<file path="config.mk">
export PLATFORM = sky130hd
export DESIGN_NAME = edge_update_scheduler_flat
export DESIGN_NICKNAME = d
export VERILOG_FILES = /design/src/rtl/edge_update_scheduler_if.sv /design/src/rtl/edge_update_scheduler.sv /design/src/flat_wrapper.sv
export SDC_FILE = /design/constraint.sdc
export NUM_CORES = 1
export LEC_CHECK = 0
export BUFFER_PORTS_ARGS = -buffer_cell sky130_fd_sc_hd__buf_2
export CAP_MARGIN = 10
export CORE_MARGIN = 3
export CORE_UTILIZATION = 55
export DETAILED_ROUTE_END_ITERATION = 10
export GPL_ROUTABILITY_DRIVEN = 0
export PLACE_DENSITY_LB_ADDON = 0.2
export SYNTH_ARGS = -nofsm -noshare
export SYNTH_HDL_FRONTEND = slang
export SYNTH_SLANG_ARGS = --single-unit
</file>
<file path="constraint.sdc">
create_clock -name clk -period 4.79 [get_ports clk]
set_input_delay 0 -clock clk [delete_from_list [all_inputs] [get_ports clk]]
set_output_delay 0 -clock clk [all_outputs]
set_load 0.01 [all_outputs]
</file>
<file path="src/rtl/edge_update_scheduler_if.sv">
// Purpose : host-side update bus plus Container start/done handshake and status.
// Latency : n/a (signal bundle only).
// Backpressure: wr_ready low means the update queue is full; offers are dropped.
//
// Signals (directions as seen by the scheduler, i.e. the slave modport):
//   wr_valid/wr_src/wr_dst/wr_weight  in   host update offer
//   wr_ready                          out  queue not full
//   clr_err                           in   clears sticky overflow/timeout_err
//   ctr_start                         out  one-cycle run start pulse to the Container
//   ctr_src/ctr_dst/ctr_weight        out  edge under update, stable for the whole run
//   ctr_done                          in   Container run complete (pulse or level)
//   busy/count/overflow/timeout_err   out  status
interface edge_update_scheduler_if #(
    parameter int NODE_W   = 8,
    parameter int WEIGHT_W = 32,
    parameter int DEPTH    = 16
);
    localparam int CNT_W = $clog2(DEPTH) + 1;

    logic                wr_valid;
    logic [NODE_W-1:0]   wr_src;
    logic [NODE_W-1:0]   wr_dst;
    logic [WEIGHT_W-1:0] wr_weight;
    logic                wr_ready;
    logic                clr_err;
    logic                ctr_start;
    logic [NODE_W-1:0]   ctr_src;
    logic [NODE_W-1:0]   ctr_dst;
    logic [WEIGHT_W-1:0] ctr_weight;
    logic                ctr_done;
    logic                busy;
    logic [CNT_W-1:0]    count;
    logic                overflow;
    logic                timeout_err;

    // Environment side: host register front end plus the Container.
    modport master (
        output wr_valid, wr_src, wr_dst, wr_weight, clr_err, ctr_done,
        input  wr_ready, ctr_start, ctr_src, ctr_dst, ctr_weight,
               busy, count, overflow, timeout_err
    );

    // Scheduler side.
    modport slave (
        input  wr_valid, wr_src, wr_dst, wr_weight, clr_err, ctr_done,
        output wr_ready, ctr_start, ctr_src, ctr_dst, ctr_weight,
               busy, count, overflow, timeout_err
    );
endinterface

</file>
<file path="src/rtl/edge_update_scheduler.sv">
// Purpose : queue host edge-weight updates and feed them one at a time to the
//           arbitrage Container over a start/done handshake, with a run timeout.
// Latency : push captured at edge t -> ctr_start high in cycle t+2 when idle and empty;
//           done seen in WAIT at cycle n -> next ctr_start at n+2 if more are queued.
// Backpressure: wr_ready = queue not full at cycle start; an offer while full is
//           dropped and raises the sticky overflow flag.
//
// Ports: clk, reset (synchronous, active-high) and the bus interface (slave modport)
// carrying the host write channel, the Container handshake and the status outputs.
module edge_update_scheduler #(
    parameter int NODE_W   = 8,
    parameter int WEIGHT_W = 32,
    parameter int DEPTH    = 16,     // power of 2, >= 2
    parameter int TIMEOUT  = 65535   // WAIT cycles allowed per run, >= 1
) (
    input  logic                   clk,
    input  logic                   reset,
    edge_update_scheduler_if.slave bus
);
    localparam int PTR_W = $clog2(DEPTH);
    localparam int CNT_W = $clog2(DEPTH) + 1;
    localparam int TMR_W = $clog2(TIMEOUT + 1);

    localparam logic [PTR_W-1:0] PTR_ONE  = PTR_W'(1);
    localparam logic [CNT_W-1:0] CNT_ONE  = CNT_W'(1);
    localparam logic [CNT_W-1:0] CNT_FULL = CNT_W'(DEPTH);
    localparam logic [TMR_W-1:0] TMR_ONE  = TMR_W'(1);
    localparam logic [TMR_W-1:0] TMR_LAST = TMR_W'(TIMEOUT - 1);

    typedef struct packed {
        logic [NODE_W-1:0]   src;
        logic [NODE_W-1:0]   dst;
        logic [WEIGHT_W-1:0] weight;
    } edge_upd_t;

    typedef enum logic [1:0] {
        S_IDLE  = 2'd0,
        S_ISSUE = 2'd1,
        S_WAIT  = 2'd2
    } state_t;

    // ------------------------------------------------------------------
    // Update queue
    // ------------------------------------------------------------------
    edge_upd_t        mem [DEPTH];
    edge_upd_t        head;
    logic [PTR_W-1:0] wr_ptr;
    logic [PTR_W-1:0] rd_ptr;
    logic [CNT_W-1:0] count_q;
    logic             overflow_q;
    logic             full;
    logic             push;
    logic             pop;

    state_t           state;
    logic [TMR_W-1:0] timer;
    logic             ctr_start_q;
    logic             busy_q;
    logic             timeout_err_q;
    edge_upd_t        cur;

    // Fullness comes from the registered count, so a pop in the same cycle
    // never makes room for a push that was already refused.
    assign full = (count_q == CNT_FULL);
    assign push = bus.wr_valid && !full;
    // Popping keys off the registered count: an entry pushed into an empty
    // queue becomes eligible one cycle later.
    assign pop  = (state == S_IDLE) && (count_q != '0);
    assign head = mem[rd_ptr];

    // Storage carries no reset; only occupied slots are ever read.
    always_ff @(posedge clk) begin
        if (push) begin
            mem[wr_ptr] <= {bus.wr_src, bus.wr_dst, bus.wr_weight};
        end
    end

    always_ff @(posedge clk) begin
        if (reset) begin
            wr_ptr     <= '0;
            rd_ptr     <= '0;
            count_q    <= '0;
            overflow_q <= 1'b0;
        end else begin
            // Pointers wrap naturally because DEPTH is a power of two.
            if (push) begin
                wr_ptr <= wr_ptr + PTR_ONE;
            end
            if (pop) begin
                rd_ptr <= rd_ptr + PTR_ONE;
            end
            case ({push, pop})
                2'b10:   count_q <= count_q + CNT_ONE;
                2'b01:   count_q <= count_q - CNT_ONE;
                default: count_q <= count_q;
            endcase
            // A drop in the same cycle as clr_err keeps the flag set.
            if (bus.wr_valid && full) begin
                overflow_q <= 1'b1;
            end else if (bus.clr_err) begin
                overflow_q <= 1'b0;
            end
        end
    end

    // ------------------------------------------------------------------
    // Run sequencer: IDLE -> ISSUE (start pulse) -> WAIT (done or timeout)
    // All Container-facing outputs are registered here.
    // ------------------------------------------------------------------
    always_ff @(posedge clk) begin
        if (reset) begin
            state         <= S_IDLE;
            timer         <= '0;
            ctr_start_q   <= 1'b0;
            busy_q        <= 1'b0;
            timeout_err_q <= 1'b0;
            cur           <= '0;
        end else begin
            ctr_start_q <= 1'b0;
            // Cleared first so that a timeout in this same cycle overrides it.
            if (bus.clr_err) begin
                timeout_err_q <= 1'b0;
            end
            case (state)
                S_IDLE: begin
                    if (pop) begin
                        cur         <= head;
                        state       <= S_ISSUE;
                        ctr_start_q <= 1'b1;
                        busy_q      <= 1'b1;
                    end
                end
                S_ISSUE: begin
                    // ctr_done is deliberately not looked at here, so a
                    // level-style done left over from the last run cannot
                    // end this one early.
                    timer <= '0;
                    state <= S_WAIT;
                end
                S_WAIT: begin
                    if (bus.ctr_done) begin
                        state  <= S_IDLE;
                        busy_q <= 1'b0;
                    end else begin
                        timer <= timer + TMR_ONE;
                        if (timer == TMR_LAST) begin
                            timeout_err_q <= 1'b1;
                            state         <= S_IDLE;
                            busy_q        <= 1'b0;
                        end
                    end
                end
                default: begin
                    state  <= S_IDLE;
                    busy_q <= 1'b0;
                end
            endcase
        end
    end

    assign bus.wr_ready    = !full;
    assign bus.count       = count_q;
    assign bus.overflow    = overflow_q;
    assign bus.ctr_start   = ctr_start_q;
    assign bus.ctr_src     = cur.src;
    assign bus.ctr_dst     = cur.dst;
    assign bus.ctr_weight  = cur.weight;
    assign bus.busy        = busy_q;
    assign bus.timeout_err = timeout_err_q;
endmodule

</file>
<file path="src/flat_wrapper.sv">
// flat-port wrapper written by rule: the top's interface ports become plain ports
module edge_update_scheduler_flat 
#(
    parameter int NODE_W   = 8,
    parameter int WEIGHT_W = 32,
    parameter int DEPTH    = 16,                        
    parameter int TIMEOUT  = 65535                                       
)
  (clk, reset, bus_wr_valid, bus_wr_src, bus_wr_dst, bus_wr_weight, bus_clr_err, bus_ctr_done, bus_wr_ready, bus_ctr_start, bus_ctr_src, bus_ctr_dst, bus_ctr_weight, bus_busy, bus_count, bus_overflow, bus_timeout_err);
  edge_update_scheduler_if #(.NODE_W(NODE_W), .WEIGHT_W(WEIGHT_W), .DEPTH(DEPTH)) bus_i ();
  input  logic clk;
  input  logic reset;
  input wire logic [$bits(bus_i.wr_valid)-1:0] bus_wr_valid;
  input wire logic [$bits(bus_i.wr_src)-1:0] bus_wr_src;
  input wire logic [$bits(bus_i.wr_dst)-1:0] bus_wr_dst;
  input wire logic [$bits(bus_i.wr_weight)-1:0] bus_wr_weight;
  input wire logic [$bits(bus_i.clr_err)-1:0] bus_clr_err;
  input wire logic [$bits(bus_i.ctr_done)-1:0] bus_ctr_done;
  output wire logic [$bits(bus_i.wr_ready)-1:0] bus_wr_ready;
  output wire logic [$bits(bus_i.ctr_start)-1:0] bus_ctr_start;
  output wire logic [$bits(bus_i.ctr_src)-1:0] bus_ctr_src;
  output wire logic [$bits(bus_i.ctr_dst)-1:0] bus_ctr_dst;
  output wire logic [$bits(bus_i.ctr_weight)-1:0] bus_ctr_weight;
  output wire logic [$bits(bus_i.busy)-1:0] bus_busy;
  output wire logic [$bits(bus_i.count)-1:0] bus_count;
  output wire logic [$bits(bus_i.overflow)-1:0] bus_overflow;
  output wire logic [$bits(bus_i.timeout_err)-1:0] bus_timeout_err;
  assign bus_i.wr_valid = bus_wr_valid;
  assign bus_i.wr_src = bus_wr_src;
  assign bus_i.wr_dst = bus_wr_dst;
  assign bus_i.wr_weight = bus_wr_weight;
  assign bus_i.clr_err = bus_clr_err;
  assign bus_i.ctr_done = bus_ctr_done;
  assign bus_wr_ready = bus_i.wr_ready;
  assign bus_ctr_start = bus_i.ctr_start;
  assign bus_ctr_src = bus_i.ctr_src;
  assign bus_ctr_dst = bus_i.ctr_dst;
  assign bus_ctr_weight = bus_i.ctr_weight;
  assign bus_busy = bus_i.busy;
  assign bus_count = bus_i.count;
  assign bus_overflow = bus_i.overflow;
  assign bus_timeout_err = bus_i.timeout_err;
  edge_update_scheduler #(.NODE_W(NODE_W), .WEIGHT_W(WEIGHT_W), .DEPTH(DEPTH), .TIMEOUT(TIMEOUT)) u_core (.clk(clk), .reset(reset), .bus(bus_i));
endmodule
</file>
Word level (Yosys, flattened, before mapping)
Memories as Yosys holds them, arrays and structs flattened. A register that Yosys moved wholly into a read port is not among the register bits.
Index checks and enable logic that the tools add are counted.
W data, S select, Z words.

storage, ports and cells
  flip-flop bits (word level) = 35
  RAM bits = 768
  word-level logic and storage cells = 60
  memories = 1

operators by class
  add/subtract/negate cells = 5
  equality and inequality tests = 9
  muxes and demuxes = 20
  bitwise gates (word level) = 2
  reductions and logical operators = 14

memories
  memory      words  bits a word  read ports  clocked after memory_dff  wr ports  line                         source
  u_core.mem  16     48           1           1                         1         edge_update_scheduler.sv:45  edge_upd_t mem [DEPTH];

operator list
  operator                 count
  $pmux W16 S2             1
  $add A16 B1 Y16 const B  1
  $eq A16 B16 Y1 const B   1
  $mux W16                 1
  $mux W1                  12
  $pmux W5 S2              1
  $add A4 B1 Y4 const B    2
  $mux W2                  3
  $pmux W2 S3              1
  $reduce_and A2 Y1        3
  $reduce_bool A2 Y1       3
  $add A5 B1 Y5 const B    1
  $eq A5 B5 Y1 const B     1
  $reduce_bool A5 Y1       1
  $sub A5 B1 Y5 const B    1
  $eq A2 B1 Y1 const B     2
  $eq A2 B2 Y1 const B     2
  $logic_and A1 B1 Y1      3
  $ne A3 B2 Y1 const B     1
  $pmux W1 S3              1
  $reduce_and A3 Y1        1
  $logic_not A2 Y1         1
  $ne A2 B1 Y1 const B     1
  $ne A2 B2 Y1 const B     1
  other kinds (3)          4

Logic depth before layout (Yosys ltp)
Gate-level depths: netlist of run 1.

  depth after elaboration = 5
  depth in mapped cells = 14
  gate-level depth less buffers = 10

Worst setup path after synthesis of run 1
OpenSTA, ideal clock, no wires.

  kind = register -> register
  start point = register u_core.count_q[2], in the netlist u_core.bus.count[2]
  end point = memory u_core.mem[0][0] (netlist name), enable pin
  arrival time = 4.468 ns
  required time = 4.277 ns
  setup slack = -0.191 ns
  cell stages (with the launch flop) = 6
  buffers on the path = 1
  clock period less this slack = 4.981 ns
  cell sequence = dfxtp_1 -> buf_2 -> nor4_1 -> a21boi_1 -> nand2_1 -> nor3_1

between the ends
  longest elaborated chain between the ends = 5

ends and longest elaborated chain
  item                           line                         source
  start: declaration             edge_update_scheduler.sv:49  logic [CNT_W-1:0] count_q;
  start signal: assignment       edge_update_scheduler.sv:93  2'b10: count_q <= count_q + CNT_ONE;
  start signal: assignment       edge_update_scheduler.sv:94  2'b01: count_q <= count_q - CNT_ONE;
  start signal: assignment       edge_update_scheduler.sv:95  default: count_q <= count_q;
  $eq A5 B5 Y1                   edge_update_scheduler.sv:64  assign full = (count_q == CNT_FULL);
  $logic_not A1 Y1               edge_update_scheduler.sv:65  assign push = bus.wr_valid && !full;
  $logic_and A1 B1 Y1            edge_update_scheduler.sv:65
  $mux W1                        edge_update_scheduler.sv:73  if (push) begin
  $mux W1 (implied by the code)  edge_update_scheduler.sv:74  mem[wr_ptr] <= {bus.wr_src, bus.wr_dst, bus.wr_weight};
  end: declaration               edge_update_scheduler.sv:45

No other way between the ends.

Final worst setup path of run 1
  start point = register u_core.count_q[1], in the netlist u_core.bus.count[1]
  end point = register u_core.cur, in the netlist u_core.bus.ctr_dst[3]

between the ends
  longest elaborated chain between the ends = 3

ends and longest elaborated chain
  item                         line                          source
  $reduce_bool A5 Y1           edge_update_scheduler.sv:68   assign pop = (state == S_IDLE) && (count_q != '0);
  $logic_and A1 B1 Y1          edge_update_scheduler.sv:68
  $reduce_and A2 Y1 (no line)  --
  end signal: assignment       edge_update_scheduler.sv:117  cur <= '0;
  end signal: assignment       edge_update_scheduler.sv:127  cur <= head;
  end: declaration             edge_update_scheduler.sv:60   edge_upd_t cur;

No other way between the ends.
A chain may end at the register's enable or synchronous reset.

==> results.txt, run 1 <==
Global routing used 21.76% of the available tracks. Library cell occupying the most area in the post-synthesis netlist: edfxtp_1. TritonCTS built the clock tree. Measured along the x axis, the die boundary spans 248.8 um. The most common flop cell mapped by yosys was edfxtp_1.

The flow ran to the end, and the final reports show no timing, DRC or antenna violations. The number of placement rows was 88. The H-tree generated during clock tree synthesis spans 3 levels.

The maximum operating frequency was 290.2 MHz. Counting the buffers created by CTS gives 86. The post-CTS setup buffer count came out at 0. In this run the static leakage power is 11.75 nW.

The quantity of hold-fixing buffers added after cts was 52; the minimum clock period after layout was 3.446 ns. The run gives 1.362 ns as the post-placement worst setup slack. The number of cell instances on the worst register-to-register path was 5; the overflow left after global routing was 0.

The tools report the total count of max-transition violations in the final report as 0. Buffers placed on the I/O ports in this run total 110. The die covers 61920 um2. Net switching is 25.47% of the power. The relative contribution of combinational cells to total power was 17.5%; the sequential power share was 47.5%. The critical path goes through or4_1, o21ai_4, buf_4, or3_2, o221ai_1.

The power density over the cells works out to 493.7 nW/um2. The synthesized netlist contains 57 unique library cells. The area overhead of the layout relative to synthesis is 14.94%, and the share of post-route cells with drive strength above 1 is 26.07%. The leading cell type in the layout, fill and taps excluded was edfxtp_1. The run gives 2 as the initial antenna violation count. Setup repair after global routing left no endpoint under its margin. Once detailed placement completed, the half-perimeter wirelength came to 34870 um. The startpoint type of the worst setup path was a flip-flop.

Share of power burned in the clock network: 34.9%. Number of hold violations in the final report: 0. Leaving out fill and tap cells, the most frequent cells in the layout are 768 x edfxtp_1, 178 x mux4_2, 112 x mux2i_1. The maximum number of pins on one net before global-route repair came out at 110. Of all flip-flops after synthesis, the portion carrying an async set or reset was 0%. The count of cells resized by post-cts repair was 0. After clock tree synthesis, the clock-pin slew on the worst setup and hold paths is 0.06 ns. The tools report the maximum root-to-sink buffer count as 3. Averaged over all synthesized cells, the footprint is 20.80 um2. The number of nets in the synthesized netlist is 1623. The logs give 16401 for the via count of the first global-routing pass and 0.3893 mV for the peak ir drop on the vdd network. For the worst setup skew after layout, the log shows 0.01971 ns.

The post-synthesis sequential area ratio was 76.23%. Measured against its own limit, the worst slew margin works out to 17.26%. The final route contains 15906 vias.

The initial core utilization is 55.89%. The tools report the total routed wirelength as 66370 um. For the remaining antenna violation count, the log shows 0. The synthesized design contains 851 register bits. The slowest stage of the critical path belongs to the cell or3_2. Kind of capture point of the worst setup path: a flip-flop. The worst setup path is of the reg -> reg kind. For this block, the initial DRC count from the detailed router was 1479. The number of cells on the worst hold path is 5. Setup violations remaining at the end of the flow were counted as 0. For this run, the slowest stage of the critical path takes 1.09 ns. The critical path arrival is 3.88 ns, and the detailed-route wire length per cell is 25.64 um. Max-cap violations in this run came to 0. The tools report the synthesized area as 32430 um2. After the last flow step, the layout net total stands at 1817. Of all nets on the critical path, the largest fanout is 45. Summed over all failing endpoints, the final setup total negative slack is 0 ns. In this run the standard cell core region covers 58030 um2. STA puts the critical path data required time at 5.23 ns. The area share of the largest cell type after synthesis is 71.11%, and the cell-internal power is 13.72 mW.

Dividing the final minimum period by the clock period gives 71.94%. Summed over all nets, the switching power comes to 4.687 mW. In this run the count of I/O pins placed on the die edge is 111. The clock latency reported for the late side of the worst-skew pair was 0.63 ns; the total chip power was 18.40 mW. After technology mapping, the gate count stands at 1559.

The transition time of the tightest slew-check pin is 1.241 ns. Yosys attributes the largest share of cell area to edfxtp_1 71%, mux4_2 12%, dfxtp_1 5.1%. Kind of path behind the tightest hold check: in -> reg. After detailed routing, the number of vias per cell comes to 6.144. For the residual DRC count, the log shows 0.

The Yosys step of the flow raised 0 warnings. Across all register-to-register paths, the minimum setup slack is 1.34 ns. The first-pass iteration count of the detailed router is 5.

CTS placed an instance of clkbuf_16 at the clock tree root. The worst setup margin is 1.344 ns, and the height of the chip is 248.8 um. The first global-routing pass estimated 102200 um of wire.

The tools report the number of clock sinks seen by CTS as 851. Count of flip-flops with a built-in enable after synthesis: 768.
[per-layer routing]
layer,vias up,share of wire (%),global-route usage (%)
li1,6884,-,-
met5,-,0,0
met3,111,6.1,4.082
met2,505,48,34.22
met1,8406,43,31.79
met4,0,2.3,6.153
[state kept, by name, summed over array words and instances, names as in the netlist]
name,flops
u_core.bus.busy,1
u_core.bus.count,5
u_core.bus.ctr_dst,8
u_core.bus.ctr_src,8
u_core.bus.ctr_start,1
u_core.bus.ctr_weight,32
u_core.bus.overflow,1
u_core.bus.timeout_err,1
u_core.mem,768
u_core.rd_ptr,4
u_core.state,2
u_core.timer,16
u_core.wr_ptr,4
[stage by stage]
stage / area [um2] / std cells / hold slack (ns) / utilization, %
final: 37280 / 2589 / 0.1900 / 64.24
after global routing: 37270 / 2587 / 0.1845 / 64.23
after CTS: 37270 / 2587 / 0.1542 / 64.23
after detailed placement: 34040 / 2378 / 0.2832 / 58.66
after global placement: 34040 / 2378 / 0.2754 / 58.66
after floorplan: 32450 / 1559 / 0.09887 / -
[path summary, 6_finish.rpt]
check	start	end
hold reg to reg	u_core.bus.timeout_err	u_core.bus.timeout_err
setup reg to reg	u_core.bus.count[1]	u_core.bus.ctr_dst[3]
hold / removal	bus_clr_err	u_core.bus.timeout_err
setup / recovery	u_core.bus.count[1]	u_core.bus.ctr_dst[3]
[logic make-up (layout without fill, tap and decap cells)]
family                     after synthesis  count (layout)  synth area share [%]
muxes                                  291             291                 15.85
AOI/OAI and AO/OA                      121             121                 2.832
and+or+nand+nor                        172             172                 2.936
buffers and inverters                  102             365                 1.424
other                                    0               2                     0
DFF                                    851             851                 76.23
adders and majority gates               11              11                0.4244
xor gates and xnor gates                11              11                0.2971
[worst max-delay path, delay by kind of cell (launching register included)]
family / cells / cell delay, ns
compound gates: 2 / 0.46
buf+inv: 1 / 0.63
flops: 1 / 0.39
simple gates: 2 / 1.77
[layout make-up]
cell class | instances | area [um2]
clock inverters | 44 | 384.1
repair buffers | 196 | 1441
multi-input cells | 606 | 7382
flip-flops and latches | 851 | 24740
fillers | 3891 | 20750
diodes | 2 | 5.005
inverters | 12 | 45.04
well taps | 765 | 957.2
clock buffers | 113 | 2326
[cells in the mapped netlist (all sizes together), types with 2 or more instances]
cell	count
nor3	7
nor2	47
o21ai	7
o22ai	15
dfxtp	83
a211oi	9
nand3	10
a211o	4
or3b	2
or4	3
nor2b	3
nand4	4
or3	13
o221ai	42
inv	12
ha	11
and3	2
xor2	6
o211ai	7
clkbuf	40
mux2i	112
nand2b	6
a311oi	8
edfxtp	768
nand3b	43
a21oi	17
xnor2	5
buf	50
mux4	178
nand2	26
[power groups by stage]
stage | clock (mW) | sequential [mW] | combinational (mW)
final | 6.43 | 8.75 | 3.23
after global routing | 6.85 | 8.79 | 3.50
after CTS | 6.54 | 8.76 | 3.28
after detailed placement | 0 | 8.91 | 3.23
after global placement | 0 | 8.89 | 3.16
after floorplan | 0 | 8.76 | 2.40
Power figures use the tool's default switching activity.
==> run 2: changes to the inputs <==
Settings changed: CORE_UTILIZATION 55 to 61.
Clock period 4.79 ns to 3.57 ns, I/O delays scaled along.
==> results.txt, run 2 (synthesis gave the netlist of run 1 again) <==
The required time of the critical path is 4.10 ns, and the detailed-route wire length per cell is 26.97 um. The peak ir drop on the vdd network was 0.5598 mV; the switching power of the nets was 6.354 mW. The worst setup skew after layout is 0.02454 ns, and the number of placed I/O pins is 111. Dividing total power by cell area gives a power density of 662.6 nW/um2.

TritonCTS built the clock tree. Data on the critical path arrives at its endpoint at 3.60 ns. Sequential cells burn 47.3% of the power.

The internal portion of the total power is 18.40 mW. The post-CTS setup buffer count came out at 0. The worst path uses 86.21% of the clock period. The repair_antennas step left the layout with diodes totalling 0. The run gives 37350 um2 as the finished layout cell area. The top fanout value on the critical path works out to 20. The count of final setup violators is 0, and the relative contribution of combinational cells to total power is 18.2%. During placement, the flow inserted port buffers numbering 110.

The area growth from synthesis to layout is 15.18%. The total routed wirelength is 67820 um. The critical register-to-register path startpoint is u_core.bus.count[1].

In this run the number of H-tree levels came out at 3. The routing layer with the top usage in global route was met2. The tools report the detailed router's first-iteration violation count as 1484. The clock reaches the later pin of the worst-skew pair after 0.62 ns. The worst pin sits at a relative slew slack of 40.92%. The overflow left after global routing is 0. Per report_power, the clock group accounts for 34.5% of the total. For hold timing, the worst endpoint is u_core.bus.timeout_err. The run gives 3 as the maximum root-to-sink buffer count. Number of clock sinks seen by CTS: 851.

The vias per cell is 6.457. The die is 236.6 um tall. The top cell types in the final layout, fill and taps aside, are 768 x edfxtp_1, 178 x mux4_2, 112 x mux2i_1. In this run the clock root is driven by a clkbuf_16. Max-cap violations in this run came to 0. The number of cell instances on the worst register-to-register path was 10; the placeable core region was 51920 um2. The remaining antenna violation count is 0.

Entering global routing, the biggest net connects 74 pins. For flop-to-flop paths, the worst setup slack is 0.49 ns. The die is 236.6 um wide. The tools report the final net count as 1829. The run gives 55970 um2 as the overall die area.

The switching part of the total power is 25.67%. The leading cell type in the layout, fill and taps excluded was edfxtp_1. In the final layout, the share of cells above drive strength 1 is 26.49%. Global routing used 35.58% of the available met1 tracks. Maximum operating frequency: 324.9 MHz.

For the first-pass iteration count of the detailed router, the log shows 5. By startpoint and endpoint, the worst setup path is classified as reg -> reg. For the area after detailed placement, the log shows 34140 um2.

The flow ran to the end, and the final reports show no timing, DRC or antenna violations. The quantity of hold-fixing buffers added after cts came out at 52. In this run the critical register-to-register path is captured at u_core.bus.count[2]. The minimum clock period after layout works out to 3.078 ns.

TritonCTS created 84 clock buffers. The run gives 0 as the residual DRC count. The kind of capture point of the worst setup path is a flip-flop. The tools report the tightest hold margin as 0.2199 ns.

The leakage power summed over all cells came out at 11.84 nW. Setup repair after global routing left no endpoint under its margin. Clock-pin slew was measured on the worst setup and hold paths at 0.06 ns. The total via count after detailed routing is 16239, and the global routing usage summed across all routing layers is 24.83%. The initial core utilization is 62.46%, and the initial antenna violation count is 0. The run gives 83 as the number of placement rows. The startpoint identified for the worst hold timing path is bus_clr_err. The number of flip-flops in the largest register works out to 768. The via count of the first global-routing pass was 16643. STA classifies the critical path startpoint as a flip-flop.

The total count of max-transition violations in the final report was 0; the number of hold violations in the final report was 0. The run gives 39.16% as the met2 track utilization from global routing. Kind of path behind the tightest hold check: in -> reg. The logs give 0 for the count of cells resized by post-cts repair and 37190 um for the detailed placement HPWL. The largest register by flop count is u_core.mem. The number of cells on the worst hold path came out at 5.

At the pin with the least slew margin, the transition time is 0.8842 ns. The tools report the utilization after layout as 71.94%. The first global-routing pass estimated 103900 um of wire. Global routing used 5.812% of the available met3 tracks.
[run 2: changes by cell type in the layout (fill, tap and decap cells not counted)]
cell,before,now
buf_12,9,17
buf_2,109,110
buf_4,26,31
bufinv_16,6,5
clkinv_1,11,13
clkinv_2,21,17
clkinv_4,0,3
diode_2,2,0
inv_16,0,1
inv_6,3,1
[run 2: metal layers]
metal  routed length [um]  share of wire, %
met1                27700                41
met2                33430                49
met3                 5157               7.6
met4                 1542               2.3
met5                    0                 0
[run 2: area by class of cell]
class                      count  area (um2)
clock buffer                 113        2326
sequential                   851       24740
fill                        3022       14570
tap                          680       850.8
multi-input combinational    606        7382
clock inverter                43       370.4
timing repair buffer         210        1644
inverter                      12       45.04
[run 2: critical path, cell delays in order, from the launching register on]
cell and delay, ns:
dfxtp_1 0.41, or4_1 0.69, o21ai_4 0.20, inv_2 0.18, ha_1 0.37, xor2_1 0.19
ha_1 0.23, a21oi_1 0.17, xnor2_1 0.09, or3_1 0.30, a21oi_1 0.16
[run 2: worst max-delay path by stage]
stage	from	endpoint	depth (start not counted)
4_1_cts	u_core.bus.count[1]	u_core.bus.count[2]	10
3_5_place_dp	u_core.bus.count[1]	u_core.bus.count[2]	10
3_3_place_gp	u_core.bus.count[1]	u_core.bus.count[4]	8
6_report	u_core.bus.count[1]	u_core.bus.count[2]	10
5_1_grt	u_core.bus.count[1]	u_core.bus.count[2]	10
2_1_floorplan	u_core.bus.count[2]	u_core.mem[12][0]	5
[run 2: per-stage QoR]
| stage | instances | total power [mW] | setup TNS, ns | worst slack, ns |
|---|---|---|---|---|
| finish | 2515 | 24.75 | 0 | 0.4922 |
| global route | 2515 | 25.68 | 0 | 0.3173 |
| CTS | 2515 | 24.95 | 0 | 0.5180 |
| detailed placement | 2307 | 16.39 | 0 | 0.5578 |
| global placement | 2307 | 16.28 | 0 | 0.6718 |
| floorplan | 1559 | 14.98 | -50.29 | -0.1278 |
[run 2: power by group through the flow]
stage	Sequential, mW	Clock [mW]	Combinational (mW)
floorplan	11.8	0	3.23
global placement	11.9	0	4.38
detailed placement	11.9	0	4.47
CTS	11.7	8.68	4.56
global route	11.7	9.06	4.87
finish	11.7	8.54	4.51
